[src/rtl/alu_pkg.sv]
// Shared opcode, state and flag-index definitions for the sequential ALU.
package alu_pkg;

  localparam logic [4:0] ALU_AND = 5'b00000;
  localparam logic [4:0] ALU_OR  = 5'b00001;
  localparam logic [4:0] ALU_XOR = 5'b00010;
  localparam logic [4:0] ALU_NOT = 5'b00011;
  localparam logic [4:0] ALU_ADD = 5'b00100;
  localparam logic [4:0] ALU_SUB = 5'b00101;
  localparam logic [4:0] ALU_SHL = 5'b00110;
  localparam logic [4:0] ALU_SHR = 5'b00111;
  localparam logic [4:0] ALU_SAR = 5'b01000;
  localparam logic [4:0] ALU_MUL = 5'b01001;

  typedef enum logic [1:0] {S_IDLE, S_MUL, S_DONE} state_e;

  localparam int unsigned FLAG_C    = 0;
  localparam int unsigned FLAG_N    = 1;
  localparam int unsigned FLAG_V    = 2;
  localparam int unsigned FLAG_Z    = 3;
  localparam int unsigned NUM_FLAGS = 4;

endpackage

[src/rtl/alu_mul_iter.sv]
// Iterative shift-add unsigned multiplier: one partial product per cycle, Width cycles total.
module alu_mul_iter #(
  parameter int unsigned Width = 16
) (
  input  logic               clk_i,
  input  logic               rst_ni,
  input  logic               start_i,
  input  logic [Width-1:0]   a_i,
  input  logic [Width-1:0]   b_i,
  output logic               busy_o,
  output logic               done_o,
  output logic [2*Width-1:0] product_o
);

  localparam int unsigned CntW = $clog2(Width);
  localparam logic [CntW-1:0] LastCnt = CntW'(Width - 1);

  logic [Width-1:0]   mcand_q, mcand_d;
  logic [2*Width-1:0] acc_q, acc_d;
  logic [CntW-1:0]    cnt_q, cnt_d;
  logic               busy_q, busy_d;
  logic               done_q, done_d;
  logic [Width:0]     partial;

  always_comb begin
    mcand_d = mcand_q;
    acc_d   = acc_q;
    cnt_d   = cnt_q;
    busy_d  = busy_q;
    done_d  = done_q;
    // Upper half accumulates; multiplier bits drain out of the lower half.
    partial = {1'b0, acc_q[2*Width-1:Width]} + (acc_q[0] ? {1'b0, mcand_q} : '0);
    if (start_i) begin
      mcand_d = a_i;
      acc_d   = {{Width{1'b0}}, b_i};
      cnt_d   = '0;
      busy_d  = 1'b1;
      done_d  = 1'b0;
    end else if (busy_q) begin
      acc_d = {partial, acc_q[Width-1:1]};
      cnt_d = cnt_q + 1'b1;
      if (cnt_q == LastCnt) begin
        busy_d = 1'b0;
        done_d = 1'b1;
      end
    end
  end

  always_ff @(posedge clk_i) begin
    if (!rst_ni) begin
      mcand_q <= '0;
      acc_q   <= '0;
      cnt_q   <= '0;
      busy_q  <= 1'b0;
      done_q  <= 1'b0;
    end else begin
      mcand_q <= mcand_d;
      acc_q   <= acc_d;
      cnt_q   <= cnt_d;
      busy_q  <= busy_d;
      done_q  <= done_d;
    end
  end

  assign busy_o    = busy_q;
  assign done_o    = done_q;
  assign product_o = acc_q;

endmodule

[src/rtl/alu_seq.sv]
// Handshaked ALU: single-cycle logic/arith/shift ops, iterative multiply, registered result and flags.
module alu_seq
  import alu_pkg::*;
#(
  parameter int unsigned WIDTH = 16,
  localparam int unsigned SHW = $clog2(WIDTH)
) (
  input  logic             Clock,
  input  logic             Reset_n,
  input  logic             InValid,
  output logic             InReady,
  input  logic [4:0]       Opcode,
  input  logic [WIDTH-1:0] OperandA,
  input  logic [WIDTH-1:0] OperandB,
  output logic             OutValid,
  input  logic             OutReady,
  output logic [WIDTH-1:0] Result,
  output logic             Carry,
  output logic             Negative,
  output logic             Overflow,
  output logic             Zero,
  output logic             Illegal
);

  localparam int unsigned Msb = WIDTH - 1;

  state_e                 state_q, state_d;
  logic [WIDTH-1:0]       res_q, res_d;
  logic [NUM_FLAGS-1:0]   flags_q, flags_d;
  logic                   illegal_q, illegal_d;

  logic                   accept, take, is_mul, mul_start, mul_busy, mul_done;
  logic [2*WIDTH-1:0]     mul_product;
  logic [SHW-1:0]         sh_amt;
  logic [WIDTH:0]         add_ext, sub_ext, shl_ext, shr_ext;
  logic signed [WIDTH:0]  sar_ext;
  logic [WIDTH-1:0]       alu_res;
  logic                   alu_c, alu_v, alu_ill;

  alu_mul_iter #(.Width(WIDTH)) u_mul (
    .clk_i    (Clock),
    .rst_ni   (Reset_n),
    .start_i  (mul_start),
    .a_i      (OperandA),
    .b_i      (OperandB),
    .busy_o   (mul_busy),
    .done_o   (mul_done),
    .product_o(mul_product)
  );

  always_comb begin
    sh_amt  = OperandB[SHW-1:0];
    add_ext = {1'b0, OperandA} + {1'b0, OperandB};
    sub_ext = {1'b0, OperandA} + {1'b0, ~OperandB} + {{WIDTH{1'b0}}, 1'b1};
    // Shifts carry one guard bit so the last bit shifted out lands in bit 0 / bit WIDTH.
    shl_ext = {1'b0, OperandA} << sh_amt;
    shr_ext = {OperandA, 1'b0} >> sh_amt;
    sar_ext = $signed({OperandA, 1'b0}) >>> sh_amt;
    alu_res = '0;
    alu_c   = 1'b0;
    alu_v   = 1'b0;
    alu_ill = 1'b0;
    case (Opcode)
      ALU_AND: alu_res = OperandA & OperandB;
      ALU_OR:  alu_res = OperandA | OperandB;
      ALU_XOR: alu_res = OperandA ^ OperandB;
      ALU_NOT: alu_res = ~OperandA;
      ALU_ADD: begin
        alu_res = add_ext[WIDTH-1:0];
        alu_c   = add_ext[WIDTH];
        alu_v   = (OperandA[Msb] == OperandB[Msb]) && (alu_res[Msb] != OperandA[Msb]);
      end
      ALU_SUB: begin
        alu_res = sub_ext[WIDTH-1:0];
        alu_c   = sub_ext[WIDTH];
        alu_v   = (OperandA[Msb] != OperandB[Msb]) && (alu_res[Msb] != OperandA[Msb]);
      end
      ALU_SHL: begin
        alu_res = shl_ext[WIDTH-1:0];
        alu_c   = shl_ext[WIDTH];
      end
      ALU_SHR: begin
        alu_res = shr_ext[WIDTH:1];
        alu_c   = shr_ext[0];
      end
      ALU_SAR: begin
        alu_res = sar_ext[WIDTH:1];
        alu_c   = sar_ext[0];
      end
      ALU_MUL: ;
      default: alu_ill = 1'b1;
    endcase
  end

  always_comb begin
    InReady   = Reset_n && ((state_q == S_IDLE) || ((state_q == S_DONE) && OutReady));
    accept    = InValid && InReady;
    take      = (state_q == S_DONE) && OutReady;
    is_mul    = (Opcode == ALU_MUL);
    mul_start = accept && is_mul;
    state_d   = state_q;
    res_d     = res_q;
    flags_d   = flags_q;
    illegal_d = illegal_q;
    if (accept && !is_mul) begin
      res_d           = alu_res;
      flags_d[FLAG_C] = alu_c;
      flags_d[FLAG_V] = alu_v;
      flags_d[FLAG_N] = alu_res[Msb];
      flags_d[FLAG_Z] = ~|alu_res;
      illegal_d       = alu_ill;
      state_d         = S_DONE;
    end else if (mul_start) begin
      state_d = S_MUL;
    end else if ((state_q == S_MUL) && mul_done && !mul_busy) begin
      res_d           = mul_product[WIDTH-1:0];
      flags_d[FLAG_C] = 1'b0;
      flags_d[FLAG_V] = |mul_product[2*WIDTH-1:WIDTH];
      flags_d[FLAG_N] = mul_product[Msb];
      flags_d[FLAG_Z] = ~|mul_product[WIDTH-1:0];
      illegal_d       = 1'b0;
      state_d         = S_DONE;
    end else if (take) begin
      state_d = S_IDLE;
    end
  end

  always_ff @(posedge Clock) begin
    if (!Reset_n) begin
      state_q   <= S_IDLE;
      res_q     <= '0;
      flags_q   <= '0;
      illegal_q <= 1'b0;
    end else begin
      state_q   <= state_d;
      res_q     <= res_d;
      flags_q   <= flags_d;
      illegal_q <= illegal_d;
    end
  end

  assign OutValid = (state_q == S_DONE);
  assign Result   = res_q;
  assign Carry    = flags_q[FLAG_C];
  assign Negative = flags_q[FLAG_N];
  assign Overflow = flags_q[FLAG_V];
  assign Zero     = flags_q[FLAG_Z];
  assign Illegal  = illegal_q;

endmodule

[config.mk]
export PLATFORM = sky130hd
export DESIGN_NAME = alu_seq
export DESIGN_NICKNAME = d
export VERILOG_FILES = /design/src/rtl/alu_pkg.sv /design/src/rtl/alu_mul_iter.sv /design/src/rtl/alu_seq.sv
export SDC_FILE = /design/constraint.sdc
export NUM_CORES = 1
export LEC_CHECK = 0
export ABC_AREA = 1
export ABC_CLOCK_PERIOD_IN_PS = 9100
export BUFFER_PORTS_ARGS = -buffer_cell sky130_fd_sc_hd__buf_2
export CAP_MARGIN = 20
export CORE_MARGIN = 2
export CORE_UTILIZATION = 50
export CTS_BUF_LIST = sky130_fd_sc_hd__clkbuf_8
export CTS_CLUSTER_DIAMETER = 200
export DETAILED_ROUTE_END_ITERATION = 8
export GPL_TIMING_DRIVEN = 0
export PLACE_DENSITY = 0.68
export SLEW_MARGIN = 30
export SYNTH_ARGS = -nofsm -noshare
export SYNTH_HDL_FRONTEND = slang
export SYNTH_SLANG_ARGS = --single-unit
[constraint.sdc]
create_clock -name Clock -period 9.1 [get_ports Clock]
set_clock_uncertainty 0.05 [all_clocks]
set_input_delay 2.73 -clock Clock [delete_from_list [all_inputs] [get_ports Clock]]
set_output_delay 2.73 -clock Clock [all_outputs]
set_load 0.005 [all_outputs]
# Word level (Yosys, flattened, before mapping)
# Cells that the tools add are included.
# W data, S select, Z words.
[word_totals]
reg_bits = 77
input_bits = 41
out_inout_bits = 23
[op_classes]
n_addsub = 5
n_eq_ne = 17
n_shift = 3
mux = 23
n_bitwise = 6
n_reduce_logical = 28
[op_table]
columns = ["op", "count"]
rows = [
  ["$pmux W16 S9", 1],
  ["$mux W16", 6],
  ["$add A16 B16 Y17", 3],
  ["$reduce_or A16 Y1", 3],
  ["$not A16 Y16", 2],
  ["$eq A5 B3 Y1 const B", 4],
  ["$add A17 B1 Y17 const B", 1],
  ["$shl A16 B4 Y17", 1],
  ["$shr A17 B4 Y17", 1],
  ["$sshr A17 B4 Y17", 1],
  ["$and A16 B16 Y16", 1],
  ["$or A16 B16 Y16", 1],
  ["$xor A16 B16 Y16", 1],
  ["$mux W4", 3],
  ["$eq A5 B2 Y1 const B", 2],
  ["$eq A5 B4 Y1 const B", 2],
  ["$reduce_or A10 Y1", 1],
  ["$logic_and A1 B1 Y1", 9],
  ["$mux W2", 4],
  ["$mux W1", 7],
  ["$eq A5 B1 Y1 const B", 1],
  ["$logic_not A5 Y1", 1],
  ["$pmux W1 S5", 1],
  ["$add A4 B1 Y4 const B", 1],
  ["other kinds (16)", 24],
]

# Logic depth before layout (Yosys ltp)
[logic_depth]
word_depth = 8
ltp_mapped = 22

# Cells and area by module
# A second synthesis with hierarchy kept.
[hier_totals]
hier_cells = 1589
area_unflattened_um2 = 8816.0
[by_module_without_submodules]
columns = ["mod", "instances", "cells_each", "area_per_inst_um2"]
rows = [
  ["alu_seq", 1, 1114, 5696.7],
  ["alu_mul_iter", 1, 475, 3119.2],
]

# Least setup slack after synthesis
# No wires, ideal clock.
[synth_path]
path_type = "input port to output port"
startpoint = "input Reset_n"
endpoint = "output InReady"
arrival_ns = 3.105
required_time_ns = 6.320
slack_ns = 3.215
path_stages = 2
cell_sequence = "clkbuf_1 -> and3_1"
[synth_via]
elab_chain_len = 1
[synth_rtl]
columns = ["element", "line", "source"]
rows = [
  ["from (decl)", "alu_seq.sv:9", "input logic Reset_n,"],
  ["$logic_and A1 B1 Y1", "alu_seq.sv:96", "InReady = Reset_n && ((state_q == S_IDLE) || ((state_q == S_DONE) && OutReady));"],
  ["to (decl)", "alu_seq.sv:11", "output logic InReady,"],
]
# No other way between the ends.

# Worst setup path after layout
# Ends and elaborated chain as after synthesis.

==> impl_results.md <==
* Status: completed
* Sequential share of the synthesized area at 18.1%
* Clock Pin Slew Worst Setup and Hold Paths at 80 ps
* Largest net degree at the start of global routing at 15
* CTS tree: built
* Critical Path Stages at 4
* Starting Density at 50.9%
* Number of global-route vias before repair at 9033
* Core region area at 16500 um^2
* Startpoint Class: input pin
* Ys async rst share at 0%
* Slew margin rel. at 53.9%
* RSZ-0062 raised after global routing: false
* Detail Route Antenna Nets at 0
* Slew Limit Fails at 0
* Logic pwr share at 31.7%
* Port bufs at 63
* CTS buffer count at 9
* Remaining routing DRC violations at 0
* Crit. End Element: output pin
* Internal power at 579 uW
* Period utilization at 68.5%
* CP Cell Sequence: buf_2 > clkbuf_1 > and3_1 > buf_2
* Final worst path period need at 6240 ps
* Power Density at 100 nW/um^2
* # IOs at 64
* Worst-skew pair later-pin latency at 360 ps
* Leak at 0.00489 uW
* Cts repair resizes at 0
* Layout cells sized above 1 at 8.11%
* Arr. time, crit path at 3460 ps
* Chip Width at 134 um
* First-pass GRT wire length at 49100 um
* Crit path to: InReady
* N_diodes at 0
* Seq. cell area at 1520 um^2
* MaxCap Viol Count at 0
* Multi-input logic area at 5890 um^2
* RR Endpoint: u_mul.product_o[26]
* Total Wirelength at 31700 um
* Worst-case clock buffer depth at 2
* CTS Hold Bufs at 0
* Filler Cells Inserted at 1803
* Post-synth cell types at 41
* Slowest stage cell on the critical path: clkbuf_1
* Global-route usage over all layers at 35.3%
* Synthesis Warnings at 0
* Reg-to-reg slack, setup at 5920 ps
* Seq cells post-synth at 76
* WP buf/inv at 3
* CP max FO at 10
* Row Count at 47
* Root buf cell: clkbuf_8
* EDFF count, synth at 0
* NetSw at 347 uW
* Final Net Count at 1685
* Via count at 10200
* Crit-path leading delay family: buffers and inverters
* Worst path most repeated cell: buf_2
* Wirelength per Cell at 17.6 um
* Setup TNS Final at 0 ps
* Via density at 5.66
* Die Y at 134 um
* Syn_area_per_cell at 5.61 um^2
* Setup violations, final at 0
* Gr ovfl total at 0
* Hold path startpoint: Illegal
* Worst Path Required at 6320 ps
* Drt first pass iters at 6
* VDD IR max at 0.0000945 V
* H-tree depth at 3
* Synth Cell Area at 8410 um^2
* Setup CP Type: in -> out
* Reg power frac at 36.8%
* Clock power share at 31.6%
* Post-CTS setup buffer count at 0
* Peak Freq at 0.160 GHz
* Crit path from: Reset_n
* Ys flop type: dfxtp_1
* Sw frac at 37.5%
* 1st-iter DRT viols at 1076
* Largest stage delay, worst path at 310 ps
* Placer congestion estimate at 0.999
* Cells after Synth at 1500
* Die Area at 17900 um^2
* Clk sinks at 76
* Area Growth Syn to Fin at 9.65%
* Worst Hold Class: reg -> reg
* Depth of the most critical reg-to-reg path at 14
* Initial antenna violation count at 0
* Worst slew pin tran at 689 ps
* Synth Net Count at 1611
* R2R Path Start: u_mul.product_o[0]
* Final hold violations at 0
* Pwr Total at 926 uW
* Post-detail-place hpwl at 25900 um
-- registers in the layout, indices dropped and copies added (netlist names) --
| register | flops |
|---|---|
| u_mul.done_o | 1 |
| Result | 15 |
| state_q | 2 |
| u_mul.product_o | 32 |
| flags_q | 4 |
| u_mul.mcand_q | 16 |
| Illegal | 1 |
| u_mul.cnt_q | 4 |
| u_mul.busy_o | 1 |
-- synthesized netlist by cell type (4+ instances only) --
library cell	count	share of area, %
a211oi_1	6	0.54
a21oi_1	90	5.4
a221oi_1	6	0.62
a31oi_1	9	0.67
buf_1	4	0.18
buf_2	24	1.4
clkbuf_1	30	1.3
dfxtp_1	76	18
ha_1	67	10
inv_1	188	8.4
inv_2	6	0.27
nand2_1	466	21
nand3_1	180	11
nand4_1	22	1.6
nor2_1	144	6.4
nor2_2	10	0.74
nor3_1	5	0.30
nor4_1	7	0.52
o211ai_1	8	0.71
o21ai_0	97	5.8
o21bai_1	6	0.54
o22ai_1	7	0.52
xnor2_1	6	0.62
xor2_1	7	0.73
-- power groups by stage --
stage                     Combinational (uW)  Clock, uW  Sequential, uW
after floorplan                          189          0             348
after global placement                   282          0             348
after detailed placement                 284          0             348
after CTS                                285        292             340
after global routing                     326        310             341
final                                    293        292             341
-- layout make-up --
class	count	area share (%)
buffer	61	2.97
clock buffer	9	1.34
clock inverter	7	1.06
inverter	195	7.93
multi-input combinational	1168	63.8
sequential	76	16.5
tap	220	2.98
timing repair buffer	63	3.42
-- metrics by stage --
step	hold WS (ps)	std cells	worst slack (ps)	util (%)	area (um^2)
2_1_floorplan	394	1500	3220	-	8410
3_3_place_gp	399	1783	2840	54.5	9000
3_5_place_dp	404	1783	2860	54.5	9000
4_1_cts	416	1799	2860	55.8	9230
5_1_grt	429	1799	2770	55.8	9230
6_report	414	1799	2860	55.8	9230
-- per-layer routing --
layer / GRT usage, % / part of all wire [%]
met1: 50.9 / 45
met2: 54.8 / 44
met3: 4.95 / 8.8
met4: 10.1 / 2.8
met5: 0 / 0
-- worst reg2reg max path, cell delays in order (launching register included) --
cell and delay [ps]:
dfxtp_1 310, clkbuf_1 350, buf_1 370, nand2_1 100, inv_1 60, ha_1 260, nand2_1 90, nand2_1 50
a21oi_1 280, o21ai_0 240, a21boi_0 360, o21ai_0 160, xor2_1 150, o21ai_0 190, inv_1 50
-- cells by family (layout without fill, tap and decap cells) --
kind of cell,Yosys count,count (layout),synth area share [%]
compound gates,239,239,15.6
xor+xnor,13,13,1.35
fa+ha+maj,70,70,10.7
buf+inv,256,335,12.0
flops,76,76,18.1
simple gates,846,846,42.3
-- worst min-delay path by stage --
stage                          endpoint  slack, ps  cells past startpoint
floorplan           u_mul.product_o[10]        390                      2
global placement                Illegal        400                      2
detailed placement              Illegal        400                      2
CTS                             Illegal        420                      2
global route                  Result[4]        430                      2
finish                          Illegal        410                      2
-- placed cells by master (no fill, tap or decap), drive strengths merged, types with 8 or more instances in the layout --
master	count
nand3	182
clkbuf	39
a21oi	91
buf	94
nand4	22
inv	196
a31oi	9
ha	67
nor4	8
dfxtp	76
nand2	467
nor2	154
o21ai	99
o211ai	8
Note: power is estimated with default switching activity, not from simulation.
